**src/rtl/dc_victim_pkg.sv**
```systemverilog
`default_nettype none
// +----------------------------------------------------------------------------+
// | Package : dc_victim_pkg                                                    |
// | Desc    : Coherence state / L2 command encodings and FSM states shared by  |
// |           the DC victim-select miss stage.                                 |
// | Rev     : 1.0  initial release                                             |
// +----------------------------------------------------------------------------+
package dc_victim_pkg;

    localparam logic [2:0] ST_I = 3'd0;
    localparam logic [2:0] ST_S = 3'd1;
    localparam logic [2:0] ST_M = 3'd2;

    localparam logic [1:0] CMD_FILL_S = 2'd0;
    localparam logic [1:0] CMD_FILL_M = 2'd1;
    localparam logic [1:0] CMD_WB     = 2'd2;

    localparam int RRPV_BITS_DEFAULT = 2;
    localparam int RRPV_MAX          = (1 << RRPV_BITS_DEFAULT) - 1;

    typedef enum logic [2:0] {
        FSM_IDLE = 3'd0,
        FSM_RD   = 3'd1,
        FSM_WAIT = 3'd2,
        FSM_SEL  = 3'd3,
        FSM_UPD  = 3'd4,
        FSM_WB   = 3'd5,
        FSM_FILL = 3'd6
    } fsm_e;

endpackage
`default_nettype wire

```
**src/rtl/dc_victim_pick.sv**
```systemverilog
`default_nettype none
// +----------------------------------------------------------------------------+
// | Module  : dc_victim_pick                                                   |
// | Desc    : Combinational victim priority pick: lowest invalid way, else     |
// |           lowest way at maximum RRPV.                                      |
// | Rev     : 1.0  initial release                                             |
// +----------------------------------------------------------------------------+
module dc_victim_pick
    import dc_victim_pkg::*;
#(
    parameter int WAYS      = 8,
    parameter int RRPV_BITS = 2
) (
    input  logic [3*WAYS-1:0]         i_state_vec,
    input  logic [RRPV_BITS*WAYS-1:0] i_rrpv_vec,
    output logic                      o_found,
    output logic [$clog2(WAYS)-1:0]   o_way
);

    localparam int WAY_BITS = $clog2(WAYS);
    localparam logic [RRPV_BITS-1:0] c_RRPV_MAX = '1;

    logic                w_inv_hit;
    logic                w_max_hit;
    logic [WAY_BITS-1:0] w_inv_way;
    logic [WAY_BITS-1:0] w_max_way;

    // Scan from the top so the last hit recorded is the lowest index.
    always_comb begin
        w_inv_hit = 1'b0;
        w_max_hit = 1'b0;
        w_inv_way = '0;
        w_max_way = '0;
        for (int i = WAYS - 1; i >= 0; i--) begin
            if (i_state_vec[3*i +: 3] == ST_I) begin
                w_inv_hit = 1'b1;
                w_inv_way = WAY_BITS'(i);
            end
            if (i_rrpv_vec[RRPV_BITS*i +: RRPV_BITS] == c_RRPV_MAX) begin
                w_max_hit = 1'b1;
                w_max_way = WAY_BITS'(i);
            end
        end
        o_found = w_inv_hit | w_max_hit;
        o_way   = w_inv_hit ? w_inv_way : w_max_way;
    end

endmodule
`default_nettype wire

```
**src/rtl/dc_victim_select.sv**
```systemverilog
`default_nettype none
// +----------------------------------------------------------------------------+
// | Module  : dc_victim_select                                                 |
// | Desc    : DC miss stage: set read, RRIP victim select with aging, tag      |
// |           update, optional dirty writeback and L2 fill request.            |
// |           DC_VICTIM_BRRIP_EN enables bimodal insertion via miss counter.   |
// | Rev     : 1.0  initial release                                             |
// +----------------------------------------------------------------------------+
module dc_victim_select
    import dc_victim_pkg::*;
#(
    parameter int SET_BITS  = 5,
    parameter int TAG_BITS  = 18,
    parameter int WAYS      = 8,
    parameter int RRPV_BITS = 2
) (
    input  logic                          clk,
    input  logic                          reset,
    input  logic                          miss_valid,
    output logic                          miss_retry,
    input  logic [SET_BITS-1:0]           miss_set,
    input  logic [TAG_BITS-1:0]           miss_tag,
    input  logic                          miss_store,
    output logic                          tag_rd_valid,
    output logic [SET_BITS-1:0]           tag_rd_set,
    input  logic                          tag_rd_ack,
    input  logic [3*WAYS-1:0]             tag_rd_state,
    input  logic [RRPV_BITS*WAYS-1:0]     tag_rd_rrpv,
    input  logic [TAG_BITS*WAYS-1:0]      tag_rd_tag,
    output logic                          tag_wr_valid,
    output logic [SET_BITS-1:0]           tag_wr_set,
    output logic [RRPV_BITS*WAYS-1:0]     tag_wr_rrpv,
    output logic [$clog2(WAYS)-1:0]       tag_wr_way,
    output logic [TAG_BITS-1:0]           tag_wr_tag,
    output logic [2:0]                    tag_wr_state,
    output logic                          l2_req_valid,
    input  logic                          l2_req_retry,
    output logic [1:0]                    l2_req_cmd,
    output logic [TAG_BITS+SET_BITS-1:0]  l2_req_addr,
    output logic [$clog2(WAYS)-1:0]       l2_req_way,
    output logic                          busy
);

    localparam int WAY_BITS = $clog2(WAYS);
    localparam logic [RRPV_BITS-1:0] c_RRPV_MAX  = '1;
    localparam logic [RRPV_BITS-1:0] c_INS_NEAR  = RRPV_BITS'((1 << RRPV_BITS) - 2);

    fsm_e                         r_fsm;
    logic [SET_BITS-1:0]          r_set;
    logic [TAG_BITS-1:0]          r_tag;
    logic                         r_store;
    logic [RRPV_BITS-1:0]         r_ins;
    logic [3*WAYS-1:0]            r_state_vec;
    logic [RRPV_BITS*WAYS-1:0]    r_rrpv_vec;
    logic [TAG_BITS*WAYS-1:0]     r_tag_vec;
    logic [2:0]                   r_old_state;
    logic [TAG_BITS-1:0]          r_old_tag;
    logic [WAY_BITS-1:0]          r_vict_way;

    logic                         w_found;
    logic [WAY_BITS-1:0]          w_way;
    logic [RRPV_BITS*WAYS-1:0]    w_aged;
    logic [RRPV_BITS*WAYS-1:0]    w_wr_rrpv;
    logic [RRPV_BITS-1:0]         w_ins;
    logic                         w_accept;

    assign busy       = (r_fsm != FSM_IDLE);
    assign miss_retry = busy;
    assign w_accept   = (r_fsm == FSM_IDLE) && miss_valid;

`ifdef DC_VICTIM_BRRIP_EN
    logic [4:0] r_miss_cnt;

    always_ff @(posedge clk) begin
        if (reset) begin
            r_miss_cnt <= '0;
        end else if (w_accept) begin
            r_miss_cnt <= r_miss_cnt + 5'd1;
        end
    end

    assign w_ins = (r_miss_cnt == 5'd0) ? c_INS_NEAR : c_RRPV_MAX;
`else
    assign w_ins = c_INS_NEAR;
`endif

    dc_victim_pick #(
        .WAYS      (WAYS),
        .RRPV_BITS (RRPV_BITS)
    ) u_pick (
        .i_state_vec (r_state_vec),
        .i_rrpv_vec  (r_rrpv_vec),
        .o_found     (w_found),
        .o_way       (w_way)
    );

    // No way is at max when aging runs, so +1 never wraps.
    for (genvar gi = 0; gi < WAYS; gi++) begin : g_age
        assign w_aged[gi*RRPV_BITS +: RRPV_BITS] =
            r_rrpv_vec[gi*RRPV_BITS +: RRPV_BITS] + RRPV_BITS'(1);
    end

    always_comb begin
        w_wr_rrpv = r_rrpv_vec;
        w_wr_rrpv[RRPV_BITS*w_way +: RRPV_BITS] = r_ins;
    end

    always_ff @(posedge clk) begin
        if (reset) begin
            r_fsm        <= FSM_IDLE;
            r_set        <= '0;
            r_tag        <= '0;
            r_store      <= 1'b0;
            r_ins        <= '0;
            r_state_vec  <= '0;
            r_rrpv_vec   <= '0;
            r_tag_vec    <= '0;
            r_old_state  <= '0;
            r_old_tag    <= '0;
            r_vict_way   <= '0;
            tag_rd_valid <= 1'b0;
            tag_rd_set   <= '0;
            tag_wr_valid <= 1'b0;
            tag_wr_set   <= '0;
            tag_wr_rrpv  <= '0;
            tag_wr_way   <= '0;
            tag_wr_tag   <= '0;
            tag_wr_state <= '0;
            l2_req_valid <= 1'b0;
            l2_req_cmd   <= '0;
            l2_req_addr  <= '0;
            l2_req_way   <= '0;
        end else begin
            case (r_fsm)
                FSM_IDLE: begin
                    if (miss_valid) begin
                        r_set        <= miss_set;
                        r_tag        <= miss_tag;
                        r_store      <= miss_store;
                        r_ins        <= w_ins;
                        tag_rd_valid <= 1'b1;
                        tag_rd_set   <= miss_set;
                        r_fsm        <= FSM_RD;
                    end
                end
                FSM_RD: begin
                    tag_rd_valid <= 1'b0;
                    r_fsm        <= FSM_WAIT;
                end
                FSM_WAIT: begin
                    if (tag_rd_ack) begin
                        r_state_vec <= tag_rd_state;
                        r_rrpv_vec  <= tag_rd_rrpv;
                        r_tag_vec   <= tag_rd_tag;
                        r_fsm       <= FSM_SEL;
                    end
                end
                FSM_SEL: begin
                    if (w_found) begin
                        tag_wr_valid <= 1'b1;
                        tag_wr_set   <= r_set;
                        tag_wr_rrpv  <= w_wr_rrpv;
                        tag_wr_way   <= w_way;
                        tag_wr_tag   <= r_tag;
                        tag_wr_state <= r_store ? ST_M : ST_S;
                        r_old_state  <= r_state_vec[3*w_way +: 3];
                        r_old_tag    <= r_tag_vec[TAG_BITS*w_way +: TAG_BITS];
                        r_vict_way   <= w_way;
                        r_fsm        <= FSM_UPD;
                    end else begin
                        r_rrpv_vec <= w_aged;
                    end
                end
                FSM_UPD: begin
                    tag_wr_valid <= 1'b0;
                    l2_req_valid <= 1'b1;
                    l2_req_way   <= r_vict_way;
                    if (r_old_state == ST_M) begin
                        l2_req_cmd  <= CMD_WB;
                        l2_req_addr <= {r_old_tag, r_set};
                        r_fsm       <= FSM_WB;
                    end else begin
                        l2_req_cmd  <= r_store ? CMD_FILL_M : CMD_FILL_S;
                        l2_req_addr <= {r_tag, r_set};
                        r_fsm       <= FSM_FILL;
                    end
                end
                FSM_WB: begin
                    if (!l2_req_retry) begin
                        l2_req_cmd  <= r_store ? CMD_FILL_M : CMD_FILL_S;
                        l2_req_addr <= {r_tag, r_set};
                        r_fsm       <= FSM_FILL;
                    end
                end
                FSM_FILL: begin
                    if (!l2_req_retry) begin
                        l2_req_valid <= 1'b0;
                        r_fsm        <= FSM_IDLE;
                    end
                end
                default: r_fsm <= FSM_IDLE;
            endcase
        end
    end

endmodule
`default_nettype wire

```
**config.mk**
```make
export PLATFORM = sky130hd
export DESIGN_NAME = dc_victim_select
export DESIGN_NICKNAME = d
export VERILOG_FILES = /design/src/rtl/dc_victim_pkg.sv /design/src/rtl/dc_victim_pick.sv /design/src/rtl/dc_victim_select.sv
export SDC_FILE = /design/constraint.sdc
export NUM_CORES = 1
export LEC_CHECK = 0
export ABC_AREA = 1
export CORE_UTILIZATION = 55
export CTS_CLUSTER_SIZE = 8
export DETAILED_ROUTE_END_ITERATION = 10
export PLACE_DENSITY_LB_ADDON = 0.2
export SYNTH_ARGS = -nofsm -noshare
export SYNTH_HDL_FRONTEND = slang
export SYNTH_SLANG_ARGS = --single-unit
export TNS_END_PERCENT = 1
```
**constraint.sdc**
```tcl
create_clock -name clk -period 4.2 [get_ports clk]
set_input_delay 0.84 -clock clk [delete_from_list [all_inputs] [get_ports clk]]
set_output_delay 0.84 -clock clk [all_outputs]
set_load 0.01 [all_outputs]
```
* Word-level counts from Yosys, hierarchy flattened *
Index checks and enable logic that the tools add are counted.

word-level totals
  register bits = 309
  RAM bits = 0
  latch bits = 0
  memories = 0
  output and inout port bits = 83
  word-level logic and storage cells = 140
  bits in read-only memories = 0

operators by class
  reduce and logical (&&, ||, !) cells = 24
  multiplexer cells = 58
  order comparisons = 0
  div/mod/pow operators = 0
  eq/ne operators = 21
  bitwise operators = 1
  add/sub/neg operators = 9
  $mul = 2
  shift-type cells = 4

operator list
  kind                                                                     count
  144-bit by 9-bit indexed part select with 18-bit output                  1
  3-bit 2-to-1 mux                                                         22
  23-bit 2-to-1 mux                                                        2
  23-bit case mux with 2 select lines                                      1
  4-bit negation with 34-bit output                                        1
  2-bit by 34-bit variable shift with 16-bit output, first input constant  1
  2-bit by 34-bit indexed part select with 16-bit output                   1
  16-bit 2-to-1 mux                                                        2
  16-bit case mux with 2 select lines                                      1
  3-bit zero test                                                          9
  24-bit by 6-bit indexed part select with 3-bit output                    1
  3-bit case mux with 7 select lines                                       1
  1-bit 2-to-1 mux                                                         20
  2-bit by 1-bit adder with 2-bit output, second input constant            8
  16-bit bitwise mux                                                       1
  2-bit equality test, second input constant                               8
  2-bit AND reduction                                                      7
  2-bit != test, second input constant                                     5
  2-bit nonzero test                                                       5
  3-bit by 2-bit equality test with 1-bit output, second input constant    3
  3-bit equality test, second input constant                               3
  2-bit 2-to-1 mux                                                         4
  4-bit by 3-bit multiplier with 7-bit output, first input constant        1
  1-bit case mux with 2 select lines                                       3
  other kinds (8)                                                          8

* Depth between registers and ports, before layout *
  depth after elaboration = 13
  mapped depth = 23

* Modules after synthesis *
A second synthesis with hierarchy kept.

unflattened totals
  cells, all modules = 1923
  area total of the unflattened synthesis = 13580.5 um^2

by module, submodules not included
  module            cells each  times used  area an instance (um^2)
  dc_victim_select  1853        1           13269.0
  dc_victim_pick    70          1           311.5

* Worst setup path before layout *
OpenSTA, ideal clock, no wires.

  path kind = reg2reg
  start = register r_rrpv_vec[12]
  end = register tag_wr_rrpv[9]
  stages on the path, launching flop included = 21
  setup time = 0.109 ns
  data arrival time = 2.530 ns
  path buffers = 2
  path slack = 1.561 ns
  clock period less this slack = 2.639 ns
  required time = 4.091 ns
  cell sequence = dfxtp_1 -> ha_1 -> inv_1 -> a21oi_1 -> o21ai_0 -> nand2_1 -> nand2_1 -> nand3_4 -> nand2_4 -> buf_8 -> inv_2 -> buf_6 -> ha_1 -> ha_1 -> inv_1 -> nor3_1 -> nand3_1 -> a21oi_1 -> o21ai_0 -> nand2_1 -> inv_1

between the ends
  word-level cells in the longest chain between the ends = 12
  elaborated cells between the ends (all ways) = 22
  classes of those cells = 1 x add/sub; 1 x eq/ne; 2 x shift; 16 x mux; 1 x bitwise; 1 x reduce/logical

ends and longest elaborated chain
  item                                                                                                                                line                     RTL
  start: declaration                                                                                                                  dc_victim_select.sv:54   logic [RRPV_BITS*WAYS-1:0] r_rrpv_vec;
  start signal: assignment                                                                                                            dc_victim_select.sv:153  r_rrpv_vec <= tag_rd_rrpv;
  start signal: assignment                                                                                                            dc_victim_select.sv:171  r_rrpv_vec <= w_aged;
  2-bit equality test *                                                                                                               dc_victim_pick.sv:39     if (i_rrpv_vec[RRPV_BITS*i +: RRPV_BITS] == c_RRPV_MAX) begin
  3-bit 2-to-1 mux (7 in a row)                                                                                                       dc_victim_pick.sv:39
  3-bit 2-to-1 mux                                                                                                                    dc_victim_pick.sv:45     o_way = w_inv_hit ? w_inv_way : w_max_way;
  4-bit negation with 34-bit output                                                                                                   dc_victim_select.sv:105  w_wr_rrpv[RRPV_BITS*w_way +: RRPV_BITS] = r_ins;
  2-bit by 34-bit indexed part select with 16-bit output / 2-bit by 34-bit variable shift with 16-bit output (equally long branches)  dc_victim_select.sv:105
  16-bit bitwise mux                                                                                                                  dc_victim_select.sv:105
  end signal: assignment                                                                                                              dc_victim_select.sv:162  tag_wr_rrpv <= w_wr_rrpv;
  end: declaration                                                                                                                    dc_victim_select.sv:32   output logic [RRPV_BITS*WAYS-1:0] tag_wr_rrpv,

Every way passes the cells marked *; elsewhere a longest branch is shown, timed or not.
A chain may end at the register's enable or synchronous reset.

* Worst setup path in the final report *
Ends and elaborated chain as after synthesis.

==> impl_summary.log <==
[metrics] initial core utilization: 0.567
[metrics] biggest area contributors in the synthesized netlist: sky130_fd_sc_hd__dfxtp_1, sky130_fd_sc_hd__a21oi_1, sky130_fd_sc_hd__o21ai_0
[metrics] later-pin clock latency in the skew report: 530 ps
[metrics] number of antenna violations at the first check in global routing: 0
[metrics] drt total wl: 41,900 um
[metrics] H-Tree Depth: 2
[metrics] Overall Global Routing Usage: 0.331
[metrics] core region area: 23,700 um^2
[metrics] maximum number of pins on one net before global-route repair: 286
[metrics] post-cts hold buffer count: 0
[metrics] proportion of synthesized flip-flops having asynchronous set or reset: 0
[metrics] Post-Syn Nets: around 2,100
[metrics] Num Clock Sinks: 308
[metrics] horizontal die dimension: 158 um
[metrics] vias in the first global route: 12,300
[metrics] Final HPWL DP: ~29,000 um
[metrics] EDFF count, synth: 0
[metrics] Area growth syn-to-layout: 29.8%
[metrics] Iter 0 DRT Violations: 1,394
[metrics] crit path time final: 3180 ps
[metrics] post-synthesis register bit count: 308
[metrics] Synth cell types: 37
[metrics] Final WS setup: around 1000 ps
[metrics] cell area after synthesis: 13,400 um^2
[metrics] HP Class: register to register
[metrics] share of the cycle needed by the critical path after routing: 0.758
[metrics] post-synth top area share: 0.459
[metrics] number of primary I/O pins: 296
[metrics] number of synthesis warnings: 0
[metrics] fin. max-slew vios: 0
[metrics] setup total negative slack: 0 ps
[metrics] setup repair after global routing missed its margin: false
[metrics] final design instance area without fill: 17,400 um^2
[metrics] max-capacitance violation count: 0
[metrics] Core Util, Final: 0.736
[metrics] leading area contributor after synthesis: sky130_fd_sc_hd__dfxtp_1
[metrics] power per cell area: 602 nW/um^2
[metrics] Max Fanout on Critical Path: 29
[metrics] number of clock buffers inserted by TritonCTS: 44
[metrics] total overflow reported by the global router: 0
[metrics] Post-route DRC: 0
[metrics] launching element type of the critical path: register
[metrics] Primary FF master, synth: sky130_fd_sc_hd__dfxtp_1
[metrics] first-pass detailed-route iteration total: 7
[metrics] detailed-route wire length per cell: roughly 18 um
[metrics] mean instance size in the synthesized netlist: about 7.3 um^2
[metrics] Finish-stage setup viols: 0
[metrics] CTS tree: yes
[metrics] global placement routability congestion: 0.908
[metrics] number of cells on the worst hold path: 2
[metrics] Via Count: around 13,000
[metrics] CTS clk-pin slew, worst paths: roughly 50 ps
[metrics] worst setup slack after placement: between 1000 and 1500 ps
[metrics] arrival time of data at the critical path endpoint: 3610 ps
[metrics] # Post-CTS Setup Buffers: 0
[metrics] Fin Clk Skew: roughly 11 ps
[metrics] fmax: 314 MHz
[metrics] antenna viol nets, final: 0
[metrics] slew at the pin with the worst max-slew slack: 1040 ps
[metrics] count of nets after finishing: approximately 2,300
[metrics] # resized after CTS: 0
[metrics] Synth top cells by count: sky130_fd_sc_hd__dfxtp_1, sky130_fd_sc_hd__a21oi_1, sky130_fd_sc_hd__nand2_1
[metrics] placed inst area: 16,300 um^2
[metrics] overall die height: roughly 160 um
[metrics] peak supply drop: 0.343 mV
[metrics] required arrival time at the worst endpoint: between 4000 and 5000 ps
[metrics] path depth of the worst reg2reg path: 14
[metrics] Setup crit end kind: register
[metrics] cell count after synthesis: about 1,800
[metrics] critical path class: register to register
[metrics] number of rows in the core area: 56
[metrics] wire length of the first global-routing pass: 64,700 um
[metrics] Clock Tree Buf Depth: 3
[metrics] CTS root buffer: sky130_fd_sc_hd__clkbuf_16
[metrics] most used standard cell by instance count after synthesis: sky130_fd_sc_hd__dfxtp_1
[metrics] number of antenna repair diodes: 0
[metrics] Leak: 6.70 nW
[metrics] headroom to the max-slew limit: 0.307
[metrics] hold violation total from the final report: 0
[metrics] average vias per placed instance: 5.63
[metrics] layout cells sized above 1: 0.0532
[metrics] sequential element share of the synthesized area: 0.459
[metrics] number of port buffers: 294
[metrics] die footprint: 25,100 um^2
[metrics] run status: finished, final reports clean
where the power goes:
group	internal [mW]	switching (mW)
sequential	3.51	0.298
clock	1.84	1.20
combinational	1.34	2.31
state kept, by name, indices dropped and copies added, names as in the netlist, 2 cells and up:
| signal | flops |
|---|---|
| tag_wr_rrpv | 16 |
| r_fsm | 3 |
| r_vict_way | 3 |
| r_tag_vec | 144 |
| r_state_vec | 24 |
| r_rrpv_vec | 16 |
| r_tag | 18 |
| r_old_state | 3 |
| l2_req_addr | 23 |
| tag_wr_set | 5 |
| tag_wr_tag | 18 |
| r_set | 5 |
| r_old_tag | 18 |
| l2_req_way | 3 |
| l2_req_cmd | 2 |
| tag_wr_state | 2 |
worst max-delay path, stage by stage (launching register included):
cell and delay, ps:
sky130_fd_sc_hd__dfxtp_1 360, sky130_fd_sc_hd__ha_1 210, sky130_fd_sc_hd__nor2_1 70, sky130_fd_sc_hd__nor3_1 140, sky130_fd_sc_hd__nor3_1 80, sky130_fd_sc_hd__o21ai_2 310
sky130_fd_sc_hd__nand2_4 310, sky130_fd_sc_hd__inv_2 500, sky130_fd_sc_hd__ha_1 370, sky130_fd_sc_hd__nor3_1 190, sky130_fd_sc_hd__nand3_1 140, sky130_fd_sc_hd__a21oi_1 160
sky130_fd_sc_hd__o21ai_0 90, sky130_fd_sc_hd__nand2_1 70, sky130_fd_sc_hd__inv_1 30
worst paths after layout:
| path | from | end | slack, ps |
|---|---|---|---|
| hold / removal | r_tag_vec[30] | r_tag_vec[30] | 450 |
| setup / recovery | r_rrpv_vec[12] | tag_wr_rrpv[9] | 1020 |
| setup reg to reg | r_rrpv_vec[12] | tag_wr_rrpv[9] | 1020 |
| hold reg to reg | r_tag_vec[30] | r_tag_vec[30] | 450 |
cells in the final DEF, fill, tap and decap left out, drive strengths merged:
cell / count
clkinv: 3
a211oi: 11
or2: 1
clkdlybuf4s50: 292
nand2: 263
o31ai: 3
clkbuf: 45
o21ai: 271
inv: 206
nor2: 148
o41ai: 1
ha: 13
o21bai: 1
nor3: 6
a31oi: 9
dfxtp: 308
conb: 1
buf: 19
nand4: 3
o211ai: 31
a21oi: 267
nand3: 166
nor3b: 1
area by class of cell:
type / instances / area [um^2]
Sequential cell: 308 / 6170
Inverter: 206 / 778
Clock inverter: 3 / 30.0
Multi-Input combinational cell: 1196 / 5870
Fill cell: 1923 / 6240
Tap cell: 319 / 399
Timing Repair Buffer: 311 / 3100
Clock buffer: 45 / 1100
per-stage QoR:
stage               total power [mW]  hold slack [ps]  cells
floorplan                       6.17              430   1848
global placement                7.32              441   2340
detailed placement              7.41              446   2340
CTS                             10.5              452   2388
global route                    11.1              464   2388
finish                          10.5              453   2388
metal layers:
metal / track usage / share of wire
met1: 0.447 / 0.42
met5: 0 / 0
met2: 0.527 / 0.46
met4: 0.125 / 0.035
met3: 0.0610 / 0.090
cell families (layout without fill, tap and decap cells):
family | count (synthesis) | after routing | synth area share
simple gates | 588 | 588 | 0.190
fa+ha+maj | 13 | 13 | 0.0121
buf+inv | 344 | 565 | 0.106
other cells | 1 | 1 | 0.000279
compound gates | 594 | 594 | 0.232
flops | 308 | 308 | 0.459
No activity file was read; power rests on OpenSTA's default activity.
